**config.mk**
```make
export PLATFORM = sky130hd
export DESIGN_NAME = multiplier_rr_sequencer_flat
export DESIGN_NICKNAME = d
export VERILOG_FILES = /design/src/rtl/multiplier_rr_sequencer_pkg.sv /design/src/rtl/multiplier_rr_sequencer_if.sv /design/src/rtl/multiplier_rr_sequencer_shift_add_datapath.sv /design/src/rtl/multiplier_rr_sequencer.sv /design/src/flat_wrapper.sv
export SDC_FILE = /design/constraint.sdc
export NUM_CORES = 1
export LEC_CHECK = 0
export BUFFER_PORTS_ARGS = -buffer_cell sky130_fd_sc_hd__buf_2
export CAP_MARGIN = 20
export CORE_MARGIN = 2
export CORE_UTILIZATION = 30
export DETAILED_ROUTE_END_ITERATION = 10
export PLACE_DENSITY = 0.53
export SKIP_LAST_GASP = 1
export SYNTH_ARGS = -nofsm -noshare
export SYNTH_HDL_FRONTEND = slang
export SYNTH_SLANG_ARGS = --single-unit
export TNS_END_PERCENT = 50
```
**constraint.sdc**
```tcl
create_clock -name clk -period 2.7 [get_ports clk]
set_input_delay 0.27 -clock clk [delete_from_list [all_inputs] [get_ports clk]]
set_output_delay 0.27 -clock clk [all_outputs]
set_load 0.005 [all_outputs]
```
**src/rtl/multiplier_rr_sequencer_pkg.sv**
```systemverilog
// Shared definitions for the round-robin shift-add multiplier sequencer.
// Contents: the default operand width, the FSM state encoding and the
// round-robin winner selection helper.
package multiplier_rr_sequencer_pkg;

    localparam int unsigned DefaultN = 8;

    localparam logic IdleEnc = 1'b0;
    localparam logic CalcEnc = 1'b1;

    typedef enum logic {
        StIdle = IdleEnc,
        StCalc = CalcEnc
    } state_e;

    // Returns the winning requester index (0 or 1). With both requests high,
    // the requester that did not own the previous operation wins.
    function automatic logic pick_winner(input logic req0, input logic req1,
                                         input logic last_owner);
        if (req0 && req1) begin
            return ~last_owner;
        end
        return req1;
    endfunction

endpackage

```
**src/rtl/multiplier_rr_sequencer_if.sv**
```systemverilog
// Requester-side bus of the shared multiplier.
//   master: operand source(s) - drive req0/a0/b0, req1/a1/b1; observe grants,
//           done pulses, busy and the result.
//   slave : the sequencer - the reverse directions.
interface multiplier_rr_sequencer_if
    import multiplier_rr_sequencer_pkg::*;
#(
    parameter int unsigned N = DefaultN
);

    logic           req0;
    logic [N-1:0]   a0;
    logic [N-1:0]   b0;
    logic           req1;
    logic [N-1:0]   a1;
    logic [N-1:0]   b1;
    logic           gnt0;
    logic           gnt1;
    logic           done0;
    logic           done1;
    logic           busy;
    logic [2*N-1:0] result;

    modport master (
        output req0, a0, b0, req1, a1, b1,
        input  gnt0, gnt1, done0, done1, busy, result
    );

    modport slave (
        input  req0, a0, b0, req1, a1, b1,
        output gnt0, gnt1, done0, done1, busy, result
    );

endinterface

```
**src/rtl/multiplier_rr_sequencer_shift_add_datapath.sv**
```systemverilog
// Iterative shift-add datapath for an N x N unsigned multiply.
//   clk_i, rst_i : clock and asynchronous active-high reset
//   load_i       : capture a_i (zero-extended) / b_i, clear accumulator and count
//   step_i       : perform one add/shift iteration
//   a_i, b_i     : multiplicand / multiplier operands
//   sum_o        : accumulator including the current iteration's add
//   last_o       : high while the current iteration is the final (N-th) one
module shift_add_datapath #(
    parameter int unsigned N = 8
) (
    input  logic           clk_i,
    input  logic           rst_i,
    input  logic           load_i,
    input  logic           step_i,
    input  logic [N-1:0]   a_i,
    input  logic [N-1:0]   b_i,
    output logic [2*N-1:0] sum_o,
    output logic           last_o
);

    localparam int unsigned CntW = (N > 1) ? $clog2(N) : 1;

    logic [2*N-1:0] mcand_q;
    logic [N-1:0]   mplier_q;
    logic [2*N-1:0] acc_q;
    logic [CntW-1:0] cnt_q;

    // The product of N-bit operands always fits in 2N bits, so no carry out.
    always_comb begin
        sum_o = acc_q;
        if (mplier_q[0]) begin
            sum_o = acc_q + mcand_q;
        end
    end

    assign last_o = (cnt_q == CntW'(N - 1));

    always_ff @(posedge clk_i or posedge rst_i) begin
        if (rst_i) begin
            mcand_q  <= '0;
            mplier_q <= '0;
            acc_q    <= '0;
            cnt_q    <= '0;
        end else if (load_i) begin
            mcand_q  <= {{N{1'b0}}, a_i};
            mplier_q <= b_i;
            acc_q    <= '0;
            cnt_q    <= '0;
        end else if (step_i) begin
            acc_q    <= sum_o;
            mcand_q  <= mcand_q << 1;
            mplier_q <= mplier_q >> 1;
            cnt_q    <= cnt_q + CntW'(1);
        end
    end

endmodule

```
**src/rtl/multiplier_rr_sequencer.sv**
```systemverilog
// Shares one iterative shift-add multiplier between two requesters.
// Round-robin arbitration picks a winner in IDLE, its operands are captured
// with a one-cycle grant pulse, N add/shift cycles run in CALC, and the 2N-bit
// product is returned with a one-cycle done pulse to the owner.
//   clk : system clock, rising edge
//   rst : asynchronous active-high reset
//   bus : slave side of multiplier_rr_sequencer_if (req/operands in;
//         gnt0/gnt1, done0/done1, busy, result out)
module multiplier_rr_sequencer
    import multiplier_rr_sequencer_pkg::*;
#(
    parameter int unsigned N = DefaultN
) (
    input  logic                        clk,
    input  logic                        rst,
    multiplier_rr_sequencer_if.slave    bus
);

    state_e         state_q, state_d;
    logic           owner_q, owner_d;
    logic           last_owner_q, last_owner_d;
    logic [2*N-1:0] result_q, result_d;
    logic           gnt0_q, gnt0_d;
    logic           gnt1_q, gnt1_d;
    logic           done0_q, done0_d;
    logic           done1_q, done1_d;

    logic           winner;
    logic           dp_load;
    logic           dp_step;
    logic [N-1:0]   dp_a;
    logic [N-1:0]   dp_b;
    logic [2*N-1:0] dp_sum;
    logic           dp_last;

    always_comb begin
        state_d      = state_q;
        owner_d      = owner_q;
        last_owner_d = last_owner_q;
        result_d     = result_q;
        gnt0_d       = 1'b0;
        gnt1_d       = 1'b0;
        done0_d      = 1'b0;
        done1_d      = 1'b0;
        dp_load      = 1'b0;
        dp_step      = 1'b0;
        winner       = pick_winner(bus.req0, bus.req1, last_owner_q);

        unique case (state_q)
            StIdle: begin
                if (bus.req0 || bus.req1) begin
                    dp_load = 1'b1;
                    owner_d = winner;
                    gnt0_d  = ~winner;
                    gnt1_d  = winner;
                    state_d = StCalc;
                end
            end
            StCalc: begin
                dp_step = 1'b1;
                if (dp_last) begin
                    result_d     = dp_sum;
                    done0_d      = ~owner_q;
                    done1_d      = owner_q;
                    last_owner_d = owner_q;
                    state_d      = StIdle;
                end
            end
            default: begin
                state_d = StIdle;
            end
        endcase
    end

    assign dp_a = winner ? bus.a1 : bus.a0;
    assign dp_b = winner ? bus.b1 : bus.b0;

    always_ff @(posedge clk or posedge rst) begin
        if (rst) begin
            state_q      <= StIdle;
            owner_q      <= 1'b0;
            last_owner_q <= 1'b1;  // requester 0 wins the first tie
            result_q     <= '0;
            gnt0_q       <= 1'b0;
            gnt1_q       <= 1'b0;
            done0_q      <= 1'b0;
            done1_q      <= 1'b0;
        end else begin
            state_q      <= state_d;
            owner_q      <= owner_d;
            last_owner_q <= last_owner_d;
            result_q     <= result_d;
            gnt0_q       <= gnt0_d;
            gnt1_q       <= gnt1_d;
            done0_q      <= done0_d;
            done1_q      <= done1_d;
        end
    end

    shift_add_datapath #(
        .N (N)
    ) u_datapath (
        .clk_i  (clk),
        .rst_i  (rst),
        .load_i (dp_load),
        .step_i (dp_step),
        .a_i    (dp_a),
        .b_i    (dp_b),
        .sum_o  (dp_sum),
        .last_o (dp_last)
    );

    assign bus.gnt0   = gnt0_q;
    assign bus.gnt1   = gnt1_q;
    assign bus.done0  = done0_q;
    assign bus.done1  = done1_q;
    assign bus.busy   = (state_q == StCalc);
    assign bus.result = result_q;

endmodule

```
**src/flat_wrapper.sv**
```systemverilog
// flat-port wrapper written by rule: the top's interface ports become plain ports
module multiplier_rr_sequencer_flat import multiplier_rr_sequencer_pkg::*;
#(
    parameter int unsigned N = DefaultN
)
  (clk, rst, bus_req0, bus_a0, bus_b0, bus_req1, bus_a1, bus_b1, bus_gnt0, bus_gnt1, bus_done0, bus_done1, bus_busy, bus_result);
  multiplier_rr_sequencer_if #(.N(N)) bus_i ();
  input  logic clk;
  input  logic rst;
  input wire logic [$bits(bus_i.req0)-1:0] bus_req0;
  input wire logic [$bits(bus_i.a0)-1:0] bus_a0;
  input wire logic [$bits(bus_i.b0)-1:0] bus_b0;
  input wire logic [$bits(bus_i.req1)-1:0] bus_req1;
  input wire logic [$bits(bus_i.a1)-1:0] bus_a1;
  input wire logic [$bits(bus_i.b1)-1:0] bus_b1;
  output wire logic [$bits(bus_i.gnt0)-1:0] bus_gnt0;
  output wire logic [$bits(bus_i.gnt1)-1:0] bus_gnt1;
  output wire logic [$bits(bus_i.done0)-1:0] bus_done0;
  output wire logic [$bits(bus_i.done1)-1:0] bus_done1;
  output wire logic [$bits(bus_i.busy)-1:0] bus_busy;
  output wire logic [$bits(bus_i.result)-1:0] bus_result;
  assign bus_i.req0 = bus_req0;
  assign bus_i.a0 = bus_a0;
  assign bus_i.b0 = bus_b0;
  assign bus_i.req1 = bus_req1;
  assign bus_i.a1 = bus_a1;
  assign bus_i.b1 = bus_b1;
  assign bus_gnt0 = bus_i.gnt0;
  assign bus_gnt1 = bus_i.gnt1;
  assign bus_done0 = bus_i.done0;
  assign bus_done1 = bus_i.done1;
  assign bus_busy = bus_i.busy;
  assign bus_result = bus_i.result;
  multiplier_rr_sequencer #(.N(N)) u_core (.clk(clk), .rst(rst), .bus(bus_i));
endmodule
```
==> metrics.md <==
| Metric | Value |
|---|---|
| Status | finished, final reports clean |
| GP Congestion | 0.7571 |
| Average wire per standard cell | 14.46 um |
| DIE AREA | 12160 um2 |
| Maximum clock frequency | 0.4007 GHz |
| Nets@finish | 459 |
| Cells after DPL | 534 |
| CP max-delay cell | fa_1 |
| CTS tree | yes |
| Met2 Resource Use GR | 24.15% |
| Vias per inst | 5.016 |
| Power Density | 1285 nW/um2 |
| Max VDD drop | 0.4178 mV |
| Setup_tns | 0 ns |
| TritonCTS Buffers | 9 |
| XOR/XNOR Fraction of Synth Area | 3.362% |
| Buffers on Ports | 56 |
| HP Class | in -> async |
| Synth async-reset ratio | 100.0% |
| Worst reg2reg path depth | 9 |
| Die span in x | 110.3 um |
| Layout cell share with drive strength beyond 1 | 21.95% |
| Synth warnings | 0 |
| Vias | 2759 |
| Detailed-router iteration count before antenna repair | 4 |
| Clock buffer depth | 2 |
| Main combinational cell family by area after synthesis | compound AO/OA/AOI/OAI gates |
| Crit path kind | reg -> reg |
| Initial Utilization | 30.97% |
| Startpoint Class | flip-flop |
| Clk sinks | 66 |
| Crit share post-route | 92.42% |
| Crit Path Max Fanout | 3 |
| Max-cap violations | 0 |
| Slew @ Worst Pin | 0.7115 ns |
| Residual DRC | 0 |
| Final worst slack | 0.2047 ns |
| Most common cell in the netlist | nand2_1 |
| Avg Inst Size Synth | 9.677 um2 |
| Register bit total from synthesis | 66 |
| FP Rows | 38 |
| Die Y | 110.3 um |
| Largest net degree at the start of global routing | 35 |
| Number of synthesized flops with an enable pin | 0 |
| Syn nets | 404 |
| Leakage | 1.986 nW |
| Clock Skews | 0.006643 ns |
| Final setup fails | 0 |
| CP bufs+invs | 0 |
| # fillers | 1109 |
| CP required | 2.90 ns |
| GRT overflow | 0 |
| Critical-path cell list | ha_1 > fa_1 > a211oi_2 > o21ai_0 > o21ai_0 > o21bai_1 > o31ai_2 > xor2_1 > o31ai_1 |
| First-pass GRT wire length | 13.57 mm |
| Register area | 1653 um2 |
| Critical Path Sink Type | flip-flop |
| Synthesized cell area | 3387 um2 |
| Clk_lat worst skew | 0.33 ns |
| Unrepaired setup endpoints after global routing | no |
| Met3 usage | 2.939% |
| Crit-path max cell delay | 0.45 ns |
| Finished Cell Area | 4155 um2 |
| Top cell by count, worst path | o21ai_0 |
| Drt total wl | 7.953 mm |
| Design Power | 5.341 mW |
| Core Footprint | 10940 um2 |
| Seq/Total Area, Yosys | 48.80% |
| Share of the synthesized area in the top cell type | 48.02% |
| Postcts setup bufs | 0 |
| Drt initial violations | 85 |
| Cells after Synth | 350 |
| Clk root buf | clkbuf_16 |
| Hold_buf cts | 0 |
| HPWL after detailed placement | 5.669 mm |
| Synth Area in Compound Gates | 23.01% |
| Area contributors post-synth | dfrtp_1 (48%), nand2_1 (7.5%), ha_1 (6.3%) |
| Area share of fa/ha/maj cells after synthesis | 6.871% |
| Fin crit period | 2.495 ns |
| Area leader, netlist | dfrtp_1 |
| Busiest layer in global routing | met2 |
| Overall Global Routing Usage | 14.46% |
| Post-synthesis mux area share | 3.546% |
| Non-filler cells, final | 550 |
| Area taken by multi-input logic gates | 1663 um2 |
| Hold Vio Cnt, Final | 0 |
| CTS H-tree lvls | 3 |
| CP delay by family, top | compound AO/OA/AOI/OAI gates |
| Initial antenna violation count | 0 |
| Clock slew at reported path FFs | 0.06 ns |
| Syn-to-layout area delta | 22.68% |
| Utilization after layout | 38.00% |
| Slew HR | 52.50% |
| Post-CTS sizing | 0 |
| Pins over their slew limit | 0 |
| Post-route ant nets | 0 |
| WP data arrival | 2.70 ns |
| Most frequent cells after synthesis | nand2_1 (68), dfrtp_1 (65), o21ai_0 (38) |
| IO Count | 57 |
| Setup WS pre-CTS | 0.1671 ns |
| Vias in the first global route | 2838 |
| Post-synthesis simple-gate area fraction | 11.86% |
| Hold_ws | 0.04766 ns |
| Placed inst area | 3841 um2 |
| Inserted Diodes | 0 |
| Ys flop type | dfrtp_1 |
| Worst path depth | 9 |
| GR Layer Usage met1 | 18.62% |
| Cell variety after synth | 39 |
## final timing paths
path                                                     startpoint                                         to  slack [ns]
max                        u_core.u_datapath.mcand_q[0]$_DFFE_PP0P_          u_core.bus.result[14]$_DFFE_PP0P_        0.20
min                                                             rst                  u_core.bus.gnt0$_DFF_PP0_        0.05
max reg2reg                u_core.u_datapath.mcand_q[0]$_DFFE_PP0P_          u_core.bus.result[14]$_DFFE_PP0P_        0.20
min reg2reg                       u_core.bus.result[11]$_DFFE_PP0P_          u_core.bus.result[11]$_DFFE_PP0P_        0.47
max in group asynchronous                                       rst            u_core.last_owner_q$_DFFE_PP1P_        1.97
min in group clk                                          bus_b0[6]  u_core.u_datapath.mplier_q[6]$_DFFE_PP0P_        0.19
## cells in the final DEF, fill, tap and decap left out, types with 2 or more instances in the layout
cell,netlist,final
nor3_1,4,3
o22ai_1,11,11
clkbuf_16,0,9
and2_1,2,2
a21o_1,7,7
clkinvlp_4,0,3
a22o_1,11,11
o21bai_1,2,2
dfrtp_1,65,65
nor2_1,15,15
clkinv_4,0,2
a21oi_1,15,15
buf_2,0,56
o211ai_2,2,2
inv_1,3,2
o21ai_0,38,38
a31oi_1,16,16
and3_1,5,5
nand2_1,68,68
mux2i_1,12,12
a221o_1,4,4
ha_1,17,17
xor2_1,6,6
a211oi_1,4,3
buf_4,0,6
xnor2_1,7,7
## routing by layer
metal | part of all wire (%) | vias to the layer above
met5 | 0 | -
met3 | 4.7 | 9
met2 | 47 | 59
li1 | - | 1384
met1 | 47 | 1307
met4 | 1.4 | 0
## kinds of logic after synthesis
kind of cell	count (synthesis)
AO/OA/AOI/OAI	120
flip-flops	66
XOR/XNOR	13
adder cells (fa/ha/maj)	18
multiplexers	12
AND/OR/NAND/NOR	98
buffers and inverters	23
## report_power, final
group / internal [mW] / switching, mW
clock: 0.720 / 0.452
sequential: 1.42 / 0.329
combinational: 1.10 / 1.32
## flip-flops by register name, indices dropped and copies added (netlist names)
| signal | flops |
|---|---|
| u_core.owner_q | 1 |
| u_core.last_owner_q | 1 |
| u_core.bus.done0 | 1 |
| u_core.bus.done1 | 1 |
| u_core.u_datapath.mcand_q | 16 |
| u_core.bus.gnt0 | 1 |
| u_core.bus.busy | 1 |
| u_core.u_datapath.mplier_q | 8 |
| u_core.u_datapath.cnt_q | 3 |
| u_core.bus.gnt1 | 1 |
| u_core.bus.result | 16 |
| u_core.u_datapath.acc_q | 16 |
## cell type report
type                    count  share of cell area (%)
flip-flops and latches     66                   39.78
inverters                   4                  0.3613
repair buffers             63                   8.311
clock buffers               9                   5.420
well taps                 140                   4.216
clock inverters             7                   1.897
multi-input cells         261                   40.02
No activity file was read; power rests on OpenSTA's default activity.
